## src/rtl/alu_op_scheduler_pkg.sv

```systemverilog
// Shared opcode map and scheduler state encoding for the ALU issue controller.
package alu_op_scheduler_pkg;

  localparam logic [5:0] OP_ADD  = 6'd0;
  localparam logic [5:0] OP_SUB  = 6'd1;
  localparam logic [5:0] OP_MUL  = 6'd2;
  localparam logic [5:0] OP_DIV  = 6'd3;
  localparam logic [5:0] OP_SLL  = 6'd4;
  localparam logic [5:0] OP_SRL  = 6'd5;
  localparam logic [5:0] OP_AND  = 6'd6;
  localparam logic [5:0] OP_OR   = 6'd7;
  localparam logic [5:0] OP_XOR  = 6'd8;
  localparam logic [5:0] OP_SLT  = 6'd9;
  localparam logic [5:0] OP_ADDF = 6'd10;
  localparam logic [5:0] OP_SUBF = 6'd11;
  localparam logic [5:0] OP_MULF = 6'd12;
  localparam logic [5:0] OP_DIVF = 6'd13;

  typedef enum logic [1:0] {
    ST_IDLE = 2'd0,
    ST_EXEC = 2'd1,
    ST_DONE = 2'd2
  } state_t;

endpackage

```

## src/rtl/alu_op_scheduler_if.sv

```systemverilog
// Issue, ALU-side and result handshake signals of the ALU op scheduler.
interface alu_op_scheduler_if;
  logic        in_valid;
  logic        in_ready;
  logic [5:0]  in_op;
  logic [31:0] in_a;
  logic [31:0] in_b;
  logic [4:0]  in_shamt;
  logic [5:0]  alu_con;
  logic [31:0] alu_a;
  logic [31:0] alu_b;
  logic [4:0]  alu_shamt;
  logic [31:0] alu_out;
  logic        out_valid;
  logic        out_ready;
  logic [31:0] out_data;
  logic        out_err;
  logic        stall;

  modport master (
    output in_valid, in_op, in_a, in_b, in_shamt, alu_out, out_ready,
    input  in_ready, alu_con, alu_a, alu_b, alu_shamt, out_valid, out_data, out_err, stall
  );

  modport slave (
    input  in_valid, in_op, in_a, in_b, in_shamt, alu_out, out_ready,
    output in_ready, alu_con, alu_a, alu_b, alu_shamt, out_valid, out_data, out_err, stall
  );
endinterface

```

## src/rtl/alu_op_scheduler_lat_lookup.sv

```systemverilog
// Combinational opcode decode: legality and execution latency in cycles.
module alu_lat_lookup
  import alu_op_scheduler_pkg::*;
#(
  parameter int LAT_INT = 1,
  parameter int LAT_MUL = 2,
  parameter int LAT_DIV = 4,
  parameter int LAT_FP  = 6,
  parameter int CNT_W   = 4
) (
  input  logic [5:0]       i_op,
  output logic             o_legal,
  output logic [CNT_W-1:0] o_lat
);

  // Opcode to latency map; illegal opcodes run for a single cycle
  always_comb begin
    o_legal = 1'b1;
    o_lat   = LAT_INT[CNT_W-1:0];
    case (i_op)
      OP_ADD, OP_SUB, OP_SLL, OP_SRL,
      OP_AND, OP_OR, OP_XOR, OP_SLT:     o_lat = LAT_INT[CNT_W-1:0];
      OP_MUL:                            o_lat = LAT_MUL[CNT_W-1:0];
      OP_DIV:                            o_lat = LAT_DIV[CNT_W-1:0];
      OP_ADDF, OP_SUBF, OP_MULF, OP_DIVF: o_lat = LAT_FP[CNT_W-1:0];
      default: begin
        o_legal = 1'b0;
        o_lat   = {{(CNT_W-1){1'b0}}, 1'b1};
      end
    endcase
  end

endmodule

```

## src/rtl/alu_op_scheduler.sv

```systemverilog
// ALU issue controller: holds one op on the ALU inputs for its latency, then buffers the result.
module alu_op_scheduler
  import alu_op_scheduler_pkg::*;
#(
  parameter int LAT_INT = 1,
  parameter int LAT_MUL = 2,
  parameter int LAT_DIV = 4,
  parameter int LAT_FP  = 6,
  parameter int CNT_W   = 4
) (
  input logic               clk,
  input logic               rst,
  alu_op_scheduler_if.slave bus
);

  localparam logic [CNT_W-1:0] CNT_ZERO = {CNT_W{1'b0}};
  localparam logic [CNT_W-1:0] CNT_ONE  = {{(CNT_W-1){1'b0}}, 1'b1};

  state_t           r_state;
  state_t           w_next_state;
  logic [CNT_W-1:0] r_cnt;
  logic             r_legal;
  logic [5:0]       r_alu_con;
  logic [31:0]      r_alu_a;
  logic [31:0]      r_alu_b;
  logic [4:0]       r_alu_shamt;
  logic [31:0]      r_out_data;
  logic             r_out_valid;
  logic             r_out_err;
  logic             w_accept;
  logic             w_capture;
  logic             w_release;
  logic             w_in_ready;
  logic             w_legal;
  logic [CNT_W-1:0] w_lat;

  alu_lat_lookup #(
    .LAT_INT (LAT_INT),
    .LAT_MUL (LAT_MUL),
    .LAT_DIV (LAT_DIV),
    .LAT_FP  (LAT_FP),
    .CNT_W   (CNT_W)
  ) u_lat (
    .i_op    (bus.in_op),
    .o_legal (w_legal),
    .o_lat   (w_lat)
  );

  // Next-state and handshake decode; DONE frees the slot in the same cycle the result is taken
  always_comb begin
    w_next_state = r_state;
    w_accept     = 1'b0;
    w_capture    = 1'b0;
    w_release    = 1'b0;
    w_in_ready   = 1'b0;
    case (r_state)
      ST_IDLE: begin
        w_in_ready = 1'b1;
        if (bus.in_valid) begin
          w_accept     = 1'b1;
          w_next_state = ST_EXEC;
        end else begin
          w_next_state = ST_IDLE;
        end
      end
      ST_EXEC: begin
        if (r_cnt == CNT_ZERO) begin
          w_capture    = 1'b1;
          w_next_state = ST_DONE;
        end else begin
          w_next_state = ST_EXEC;
        end
      end
      ST_DONE: begin
        if (bus.out_ready) begin
          w_in_ready = 1'b1;
          w_release  = 1'b1;
          if (bus.in_valid) begin
            w_accept     = 1'b1;
            w_next_state = ST_EXEC;
          end else begin
            w_next_state = ST_IDLE;
          end
        end else begin
          w_next_state = ST_DONE;
        end
      end
      default: w_next_state = ST_IDLE;
    endcase
  end

  // State register
  always_ff @(posedge clk or negedge rst) begin
    if (!rst) r_state <= ST_IDLE;
    else      r_state <= w_next_state;
  end

  // Operand hold registers and latency countdown, loaded only on accept
  always_ff @(posedge clk or negedge rst) begin
    if (!rst) begin
      r_cnt       <= CNT_ZERO;
      r_legal     <= 1'b0;
      r_alu_con   <= 6'd0;
      r_alu_a     <= 32'd0;
      r_alu_b     <= 32'd0;
      r_alu_shamt <= 5'd0;
    end else if (w_accept) begin
      r_cnt       <= w_lat - CNT_ONE;
      r_legal     <= w_legal;
      r_alu_con   <= bus.in_op;
      r_alu_a     <= bus.in_a;
      r_alu_b     <= bus.in_b;
      r_alu_shamt <= bus.in_shamt;
    end else if ((r_state == ST_EXEC) && (r_cnt != CNT_ZERO)) begin
      r_cnt <= r_cnt - CNT_ONE;
    end
  end

  // One-entry result buffer; illegal ops report zero data with the error flag
  always_ff @(posedge clk or negedge rst) begin
    if (!rst) begin
      r_out_data  <= 32'd0;
      r_out_err   <= 1'b0;
      r_out_valid <= 1'b0;
    end else if (w_capture) begin
      r_out_data  <= r_legal ? bus.alu_out : 32'd0;
      r_out_err   <= ~r_legal;
      r_out_valid <= 1'b1;
    end else if (w_release) begin
      r_out_valid <= 1'b0;
    end
  end

  assign bus.in_ready  = w_in_ready;
  assign bus.stall     = bus.in_valid & ~w_in_ready;
  assign bus.alu_con   = r_alu_con;
  assign bus.alu_a     = r_alu_a;
  assign bus.alu_b     = r_alu_b;
  assign bus.alu_shamt = r_alu_shamt;
  assign bus.out_valid = r_out_valid;
  assign bus.out_data  = r_out_data;
  assign bus.out_err   = r_out_err;

endmodule

```

## src/flat_wrapper.sv

```systemverilog
// flat-port wrapper written by rule: the top's interface ports become plain ports
module alu_op_scheduler_flat import alu_op_scheduler_pkg::*;
#(
  parameter int LAT_INT = 1,
  parameter int LAT_MUL = 2,
  parameter int LAT_DIV = 4,
  parameter int LAT_FP  = 6,
  parameter int CNT_W   = 4
)
  (clk, rst, bus_in_valid, bus_in_op, bus_in_a, bus_in_b, bus_in_shamt, bus_alu_out, bus_out_ready, bus_in_ready, bus_alu_con, bus_alu_a, bus_alu_b, bus_alu_shamt, bus_out_valid, bus_out_data, bus_out_err, bus_stall);
  alu_op_scheduler_if bus_i ();
  input logic clk;
  input logic rst;
  input wire logic [$bits(bus_i.in_valid)-1:0] bus_in_valid;
  input wire logic [$bits(bus_i.in_op)-1:0] bus_in_op;
  input wire logic [$bits(bus_i.in_a)-1:0] bus_in_a;
  input wire logic [$bits(bus_i.in_b)-1:0] bus_in_b;
  input wire logic [$bits(bus_i.in_shamt)-1:0] bus_in_shamt;
  input wire logic [$bits(bus_i.alu_out)-1:0] bus_alu_out;
  input wire logic [$bits(bus_i.out_ready)-1:0] bus_out_ready;
  output wire logic [$bits(bus_i.in_ready)-1:0] bus_in_ready;
  output wire logic [$bits(bus_i.alu_con)-1:0] bus_alu_con;
  output wire logic [$bits(bus_i.alu_a)-1:0] bus_alu_a;
  output wire logic [$bits(bus_i.alu_b)-1:0] bus_alu_b;
  output wire logic [$bits(bus_i.alu_shamt)-1:0] bus_alu_shamt;
  output wire logic [$bits(bus_i.out_valid)-1:0] bus_out_valid;
  output wire logic [$bits(bus_i.out_data)-1:0] bus_out_data;
  output wire logic [$bits(bus_i.out_err)-1:0] bus_out_err;
  output wire logic [$bits(bus_i.stall)-1:0] bus_stall;
  assign bus_i.in_valid = bus_in_valid;
  assign bus_i.in_op = bus_in_op;
  assign bus_i.in_a = bus_in_a;
  assign bus_i.in_b = bus_in_b;
  assign bus_i.in_shamt = bus_in_shamt;
  assign bus_i.alu_out = bus_alu_out;
  assign bus_i.out_ready = bus_out_ready;
  assign bus_in_ready = bus_i.in_ready;
  assign bus_alu_con = bus_i.alu_con;
  assign bus_alu_a = bus_i.alu_a;
  assign bus_alu_b = bus_i.alu_b;
  assign bus_alu_shamt = bus_i.alu_shamt;
  assign bus_out_valid = bus_i.out_valid;
  assign bus_out_data = bus_i.out_data;
  assign bus_out_err = bus_i.out_err;
  assign bus_stall = bus_i.stall;
  alu_op_scheduler #(.LAT_INT(LAT_INT), .LAT_MUL(LAT_MUL), .LAT_DIV(LAT_DIV), .LAT_FP(LAT_FP), .CNT_W(CNT_W)) u_core (.clk(clk), .rst(rst), .bus(bus_i));
endmodule
```

## config.mk

```make
export PLATFORM = sky130hd
export DESIGN_NAME = alu_op_scheduler_flat
export DESIGN_NICKNAME = d
export VERILOG_FILES = /design/src/rtl/alu_op_scheduler_pkg.sv /design/src/rtl/alu_op_scheduler_if.sv /design/src/rtl/alu_op_scheduler_lat_lookup.sv /design/src/rtl/alu_op_scheduler.sv /design/src/flat_wrapper.sv
export SDC_FILE = /design/constraint.sdc
export NUM_CORES = 1
export LEC_CHECK = 0
export BUFFER_PORTS_ARGS = -buffer_cell sky130_fd_sc_hd__clkbuf_2
export CAP_MARGIN = 20
export CORE_MARGIN = 4
export CORE_UTILIZATION = 40
export CTS_CLUSTER_SIZE = 14
export DETAILED_ROUTE_END_ITERATION = 12
export GPL_TIMING_DRIVEN = 0
export MAX_ROUTING_LAYER = met4
export PLACE_DENSITY = 0.71
export SETUP_SLACK_MARGIN = 0.4
export SYNTH_ARGS = -nofsm -noshare
export SYNTH_HDL_FRONTEND = slang
export SYNTH_SLANG_ARGS = --single-unit
export TNS_END_PERCENT = 1
```

## constraint.sdc

```tcl
create_clock -name clk -period 1.9 [get_ports clk]
set_input_delay 0.19 -clock clk [delete_from_list [all_inputs] [get_ports clk]]
set_output_delay 0.19 -clock clk [all_outputs]
set_load 0.03 [all_outputs]
```

== Word-level counts from Yosys, hierarchy flattened ==
Index checks and enable logic that the tools add are counted.

* Add/sub/neg operators: 2
* $mul: 0
* Div/mod/pow operators: 0
* $lt $le $gt $ge: 0
* Equal/unequal tests: 15
* Shifts and indexed selects: 0
* Multiplexer cells: 19
* Bitwise logic cells: 3
* Reductions and logical operators: 9

{| class="wikitable"
|+ Operators with widths
! operator !! count
|-
| == test 6 x 4 -> 1 bit (second input constant) || 6
|-
| two-way mux 32 bit || 1
|-
| == test 6 x 3 -> 1 bit (second input constant) || 4
|-
| OR reduction 14 bit || 1
|-
| == test 6 x 2 -> 1 bit (second input constant) || 2
|-
| two-way mux 1 bit || 10
|-
| one-hot mux 3 bit (3 select lines) || 1
|-
| two-way mux 4 bit || 2
|-
| == test 6 x 1 -> 1 bit (second input constant) || 1
|-
| zero test 6 bit || 1
|-
| one-hot mux 2 bit (3 select lines) || 1
|-
| zero test 4 bit || 1
|-
| two-way mux 2 bit || 2
|-
| one-hot mux 1 bit (2 select lines) || 2
|-
| nonzero test 2 bit || 2
|-
| nonzero test 4 bit || 1
|-
| OR reduction 4 bit || 1
|-
| subtractor 3 x 1 -> 4 bit (second input constant) || 1
|-
| subtractor 4 x 1 -> 4 bit (second input constant) || 1
|-
| == test 2 x 1 -> 1 bit (second input constant) || 1
|-
| == test 2 bit (second input constant) || 1
|-
| zero test 2 bit || 1
|-
| NOT 1 bit || 2
|-
| AND 1 bit || 1
|-
| logical AND 1 bit || 1
|}

* Flip-flop bits (word level): 116
* Bits in latches: 0
* RAM bits: 0
* Memory bits (read-only): 0
* Input port bits: 111
* Output and inout port bits: 111
* Logic and storage cells: 58
* Memories: 0

== Depth between registers and ports, before layout ==
Gate-level depths: netlist of run 1.

* Depth in word-level cells: 5
* Mapped depth: 12
* Gate-level depth less buffers: 10

== Hierarchy ==
A second synthesis of run 1 with hierarchy kept.

* Cells, all modules: 362
* Area, all modules: 4,652.0 um^2

{| class="wikitable"
|+ By module, submodules not included
! module !! instances !! cells each !! area each (um^2) !! seq. area each (um^2)
|-
| alu_op_scheduler || 1 || 349 || 4,575.6 || 2,902.8
|-
| alu_lat_lookup || 1 || 13 || 76.3 || 0.0
|}

== Least setup slack after synthesis of run 1 ==
Ideal clock, no wire load.

* Path type: reg-to-reg
* Start: register u_core.r_state[1]
* End: register u_core.r_cnt[2]
* Library setup time: 0.126 ns
* Arrival time: 1.852 ns
* Required time: 1.774 ns
* Path slack: -0.077 ns
* Stages on the path, launching flop included: 12
* Buffers on the path: 2
* Period minus slack after synthesis: 1.977 ns
* Cells stage by stage: dfrtp_1 a21oi_4 nand2_2 buf_6 buf_2 a211oi_2 a21oi_1 ha_1 nand2_1 nor3_1 a21oi_1 mux2i_1

* Cells in the longest elaborated chain, start to end: 3
* Elaborated cells between the ends (all ways): 7
* Classes of those cells: eq/ne (2); mux (2); reduce/logical (3)

{| class="wikitable"
|+ Ends and longest elaborated chain
! what !! line !! RTL
|-
| start, declared || alu_op_scheduler.sv:19 || <nowiki>state_t r_state;</nowiki>
|-
| start signal, assigned || alu_op_scheduler.sv:95 || <nowiki>else r_state <= w_next_state;</nowiki>
|-
| == test 2 bit (tied with other cells) || alu_op_scheduler.sv:56 || <nowiki>case (r_state)</nowiki>
|-
| one-hot mux 1 bit (2 select lines) or logical AND 1 bit (tied branches) || alu_op_scheduler.sv:56, alu_op_scheduler.sv:114 ||
|-
| two-way mux 4 bit or nonzero test 2 bit (tied branches) || - ||
|-
| end signal, assigned || alu_op_scheduler.sv:108 || <nowiki>r_cnt <= w_lat - CNT_ONE;</nowiki>
|-
| end signal, assigned || alu_op_scheduler.sv:115 || <nowiki>r_cnt <= r_cnt - CNT_ONE;</nowiki>
|-
| end, declared || alu_op_scheduler.sv:21 || <nowiki>logic [CNT_W-1:0] r_cnt;</nowiki>
|}

Parallel ways exist; a longest one is shown, timed or not.
A chain may end at the register's enable or synchronous reset.

== Final worst setup path of run 1 ==
Same ends and word-level chain as after synthesis.

==> results.toml, run 1 <==
[detailed_routing]
drt_first_pass_iters = 4
vias = 3791
initialDrtViolationCount = 223
wl_per_cell_um = 16.0
ant_nets = 0
viasPerCell = 4.82
routed_wl_um = 12600
drc = 0

[placed_design]
placed_cell_area_um2 = 5990
io_buffer_count = 221
dp.cells = 717
gp_congestion = 0.830
dp.final_hpwl_um = 8650

[timing]
worstMarginPinSlew_ns = 0.917
holdWs_ns = 0.00879
rsz0062_at_grt = "yes"
skew_ns = 0.00652
setup_viol = 0
slew_violations = 0
finalHoldViolations = 0
post-route-period-util = 0.936
fmax_mhz = 562
min_period_ns = 1.78
slew_headroom = 0.389

[synthesis]
synth_seq_area_share = 0.619
syn_avg_cell_area_um2 = 13.3
netlist_instances = 353
synth_nets = 465
synth_area_um2 = 4690
synth_cell_types = 30
synth_seq_cells = 116
yosysWarnings = 0

[die]
die_x_um = 116
rows = 39
die-area_um2 = 13500
start_util = 0.409
core_um2 = 11500
num_io_pins = 222
die_y_um = 116

[critical_path]
worst-path-buf-inv = 2
crit_type = "register to register"
start_kind = "register"
crit_start = "u_core.r_state[1]"
required_ns = 2.19
cp-end-kind = "register"
r2r_cells = 11
regToRegStartpoint = "u_core.r_state[1]"
cp_top_family = "compound AO/OA/AOI/OAI gates"
crit_path_max_fanout = 10
critPathMaxStageDelay_ns = 0.41
cp-endpoint = "u_core.r_cnt[2]"
r2r_slack_ns = 0.12
reg2reg_to = "u_core.r_cnt[2]"
crit_chain = "a21oi_4, nand2_4, buf_12, buf_12, a211oi_2, a21oi_2, ha_4, nand2_2, nor3_2, a21oi_1, mux2i_1"
crit_slowest_cell = "dfrtp_1"
critical_path_arrival_ns = 2.06
crit_top_cell = "buf_12"
cp.depth = 11

[cts]
cts_max_level = 4
cts.clk_slew.worst_paths_ns = 0.05
clock-sinks = 116
cts_tree = "done"
clock_latency_ns = 0.40
clockBufferDepth = 2
clockRootBuffer = "clkbuf_16"
cts_made_buffers = 17

[final_layout]
area_growth_pct = 56.4
layout_common_cells = "clkbuf_2 (220), dfrtp_1 (115), mux2_2 (46)"
nets = 744
antenna_cells = 0
final_common_cell = "clkbuf_2"
final_cell_area_um2 = 7330
post-route-util = 0.639
instances_no_fill = 787
drive_gt1_frac = 0.630

[grt]
grt_antenna_before_repair = 0
grtUsageMet2 = 0.303
grt_usage = 0.193
grt_util_met1 = 0.230
grt_max_degree = 117
grt_pass1_wl_um = 19400
overflow = 0
grt_use_met3 = 0.0611
grt_pass1_vias = 4035
gr-max-usage-layer = "met2"

[run_status]
outcome = "complete, no violations"

[flow_run]
max_cap_viol_count = 0

[pwr]
p_leak_uw = 0.00372
power_density_nw_per_um2 = 2070
ir_drop_mv = 1.33

[worst_hold_path]
hp-class = "input port to register"
layer usage:
layer | routed length (um) | part of all wire | vias to the layer above
met5 | 0 | 0 | -
met4 | 286 | 0.023 | 0
met3 | 956 | 0.076 | 27
met2 | 6360 | 0.51 | 172
met1 | 4970 | 0.40 | 1828
li1 | - | - | 1764
flip-flops by register name, indices dropped and copies added (netlist names):
signal	count
u_core.bus.out_valid	1
u_core.r_cnt	4
u_core.bus.out_err	1
u_core.bus.alu_a	32
u_core.r_legal	1
u_core.r_state	2
u_core.bus.out_data	32
u_core.bus.alu_con	6
u_core.bus.alu_shamt	5
u_core.bus.alu_b	32
cells in the mapped netlist (all sizes together):
master,count,area [um^2]
xnor2,1,8.76
nand3b,1,7.51
and3,1,6.26
a21o,1,7.51
nand2b,2,12.5
mux2i,2,20.0
nor2b,2,12.5
a21oi,8,51.3
buf,13,109
nor3,2,10.0
clkbuf,7,26.3
dfrtp,116,2900
a211oi,1,12.5
o21ai,38,194
or2,1,6.26
and2b,1,7.51
nand2,73,279
nor2,2,7.51
inv,3,11.3
nor4,1,21.3
a311oi,1,8.76
ha,1,12.5
mux2,75,953
logic make-up (layout without fill, tap and decap cells):
kind of cell / count (synthesis) / in the layout / share of synthesized area
AO/OA/AOI/OAI: 49 / 49 / 0.0584
buffers and inverters: 23 / 314 / 0.0312
adder cells (fa/ha/maj): 1 / 1 / 0.00267
multiplexers: 77 / 77 / 0.208
XOR/XNOR: 1 / 1 / 0.00187
AND/OR/NAND/NOR: 86 / 86 / 0.0790
flip-flops: 116 / 116 / 0.619
worst min path at each step:
stage	slack (ns)	start	end	cells after the start
2_1_floorplan	-0.11	rst	u_core.bus.alu_a[0]	0
3_3_place_gp	0.42	bus_alu_out[10]	u_core.bus.out_data[10]	3
3_5_place_dp	0.38	rst	u_core.bus.alu_b[4]	1
4_1_cts	0.00007	bus_in_a[26]	u_core.bus.alu_a[26]	2
5_1_grt	0.001	bus_in_a[26]	u_core.bus.alu_a[26]	2
6_report	0.009	bus_alu_out[4]	u_core.bus.out_data[4]	3
metrics by stage:
step	setup TNS, ns	worst slack (ns)	total power, uW
after floorplan	0	0.0109	9060
after global placement	-108.24	-0.941	10900
after detailed placement	-0.0382	-0.0382	11100
after CTS	0	0.127	14600
after global routing	-0.00652	-0.00652	16000
final	0	0.121	15200
what timing repair did:
item,CTS,global route
hold buffers,31,2
resized for setup,5,110
pin swaps,3,31
endpoints found under the setup margin,66,107
setup buffers,6,0
endpoints found under the hold margin,146,2
tightest hold or removal path, cell delays in order:
cell and delay (ns):
clkbuf_2 0.08, nand2_1 0.05, o21ai_1 0.05
cell type report:
type,instances,area [um^2]
Fill cell,876,4130
Sequential cell,116,2900
Multi-Input combinational cell,214,1880
Timing Repair Buffer,260,1500
Clock buffer,20,457
Buffer,20,246
Tap cell,143,179
Clock inverter,11,158
Inverter,3,11.3
power by group:
part / switching [uW] / total (uW) / internal (uW)
clock network: 1060 / 3300 / 2240
logic: 4460 / 7300 / 2840
registers: 864 / 4600 / 3730
No activity file was read; power rests on OpenSTA's default activity.
==> run 2, diff against run 1 <==
--- a/config.mk
+++ b/config.mk
@@ -8,12 +8,13 @@
 export BUFFER_PORTS_ARGS = -buffer_cell sky130_fd_sc_hd__clkbuf_2
 export CAP_MARGIN = 20
 export CORE_MARGIN = 4
-export CORE_UTILIZATION = 40
+export CORE_UTILIZATION = 42
+export CTS_BUF_LIST = sky130_fd_sc_hd__clkbuf_16
 export CTS_CLUSTER_SIZE = 14
 export DETAILED_ROUTE_END_ITERATION = 12
 export GPL_TIMING_DRIVEN = 0
 export MAX_ROUTING_LAYER = met4
-export PLACE_DENSITY = 0.71
+export PLACE_DENSITY = 0.74
 export SETUP_SLACK_MARGIN = 0.4
 export SYNTH_ARGS = -nofsm -noshare
 export SYNTH_HDL_FRONTEND = slang
==> run 2 against run 1 <==
  * Die area decreased by 4.4%
  * First-iteration DRC count decreased by 13%
  * Sequential power decreased by 3%
  * Critical path depth unchanged
  * Clock power decreased by 17%
  * Clock skew decreased by 0.00079 ns
  * Worst hold slack improved by 0.011 ns
  * Global-route usage increased by 0.43 points
  * Maximum frequency increased by 0.98%
  * Utilization decreased by 2.4 points
  * Final area decreased by 8.6%
  * Largest power group unchanged
  * Highest routed layer unchanged
==> results.toml, run 2 (synthesized netlist as in run 1, its figures left out) <==
[pwr]
ir_drop_mv = 1.13
p_leak_uw = 0.00347
finalPower_uw = 13900
power_density_nw_per_um2 = 2070

[cts]
cts_tree = "done"
clockBufferDepth = 2
cts_made_buffers = 17
cts.clk_slew.worst_paths_ns = 0.05
clock-sinks = 116
clockRootBuffer = "clkbuf_16"
clock_latency_ns = 0.40
cts_max_level = 4

[flow_run]
max_cap_viol_count = 0

[timing]
setup_viol = 0
finalHoldViolations = 0
fmax_mhz = 568
min_period_ns = 1.76
rsz0062_at_grt = "yes"
slew_violations = 0
skew_ns = 0.00573
post-route-period-util = 0.927
worstMarginPinSlew_ns = 0.896
slew_headroom = 0.403

[detailed_routing]
viasPerCell = 4.87
drt_first_pass_iters = 4
ant_nets = 0
wl_per_cell_um = 15.7
vias = 3723
drc = 0
routed_wl_um = 12000
initialDrtViolationCount = 193

[worst_hold_path]
hp-class = "input port to register"

[die]
die-area_um2 = 12900
rows = 38
die_y_um = 114
num_io_pins = 222
die_x_um = 114
core_um2 = 10900
start_util = 0.431

[grt]
grt_usage = 0.197
overflow = 0
grt_pass1_vias = 4110
grt_pass1_wl_um = 19500
grt_max_degree = 117
grt_antenna_before_repair = 0

[critical_path]
required_ns = 2.18
r2r_slack_ns = 0.14
critical_path_arrival_ns = 2.04
cp-end-kind = "register"
crit_top_cell = "buf_8"
crit_path_max_fanout = 6
start_kind = "register"
crit_slowest_cell = "dfrtp_1"
crit_chain = "a21oi_4, nand2_4, buf_8, buf_8, a211oi_4, a21oi_2, ha_2, nand2_2, nor3_2, a21oi_1, mux2i_1"
crit_type = "register to register"
critPathMaxStageDelay_ns = 0.42

[placed_design]
dp.final_hpwl_um = 8710
gp_congestion = 0.768
io_buffer_count = 221

[final_layout]
post-route-util = 0.615
antenna_cells = 0
final_common_cell = "clkbuf_2"
layout_common_cells = "clkbuf_2 (220), dfrtp_1 (115), nand2_1 (70)"
drive_gt1_frac = 0.561
nets = 724
area_growth_pct = 42.9

[run_status]
outcome = "complete, no violations"
-- run 2: cell types whose count changed in the layout (fill, tap and decap cells not counted), sizes merged --
| cell | previous run | this run |
|---|---|---|
| buf | 22 | 20 |
| dlygate4sd3 | 33 | 12 |
| clkinvlp | 1 | 0 |
| clkinv | 6 | 9 |
| bufinv | 4 | 1 |
| inv | 3 | 7 |
-- run 2: layout make-up --
class / instances / area (um^2)
clock buffers: 17 / 425
fillers: 899 / 4190
multi-input cells: 214 / 1670
clock inverters: 14 / 81.3
plain buffers: 20 / 149
inverters: 3 / 11.3
well taps: 140 / 175
repair buffers: 240 / 1290
flip-flops and latches: 116 / 2900
-- run 2: worst paths after layout --
| check | start | depth (start not counted) | to |
|---|---|---|---|
| max in group asynchronous | rst | 2 | u_core.r_state[0] |
| min in group asynchronous | rst | 2 | u_core.bus.out_data[10] |
| hold / removal | bus_alu_out[8] | 3 | u_core.bus.out_data[8] |
| hold reg to reg | u_core.bus.out_data[1] | 2 | u_core.bus.out_data[1] |
| setup reg to reg | u_core.r_state[1] | 11 | u_core.r_cnt[2] |
| setup / recovery | u_core.r_state[1] | 11 | u_core.r_cnt[2] |
-- run 2: worst max-delay path: cells and delay by family, from the launching register on --
kind | cells | cell delay, ns
muxes | 1 | 0.08
AOI/OAI and AO/OA | 4 | 0.51
and+or+nand+nor | 3 | 0.20
adders and majority gates | 1 | 0.19
buffers and inverters | 2 | 0.25
DFF | 1 | 0.42
-- run 2: power by group --
group | switching [uW] | leakage (uW) | total (uW) | internal, uW
sequential | 735 | 0.00142 | 4470 | 3730
clock | 1000 | 0.000264 | 2730 | 1720
combinational | 4250 | 0.00178 | 6690 | 2440
-- run 2: what timing repair did --
action,4_1_cts,5_1_grt
resized for setup,5,3
hold endpoints to repair,127,0
setup buffers,6,1
pin swaps,4,3
gates cloned,0,0
endpoints found under the setup margin,65,108
hold buffers,12,0
-- run 2: per-layer routing --
layer / part of all wire / track usage
met5: 0 / -
met2: 0.52 / 0.331
met1: 0.38 / 0.220
met3: 0.063 / 0.0462
met4: 0.033 / 0.0970
-- run 2: metrics by stage --
stage	worst slack [ns]	hold WS [ns]	instances	cell area, um^2	TNS, ns
2_1_floorplan	0.0109	-0.106	353	4700	0
3_3_place_gp	-0.935	0.416	714	5980	-107.32
3_5_place_dp	-0.0634	0.397	714	5990	-0.0634
4_1_cts	0.0550	0.00109	763	6680	0
5_1_grt	0.0242	0.00370	764	6700	0
6_report	0.138	0.0195	764	6700	0
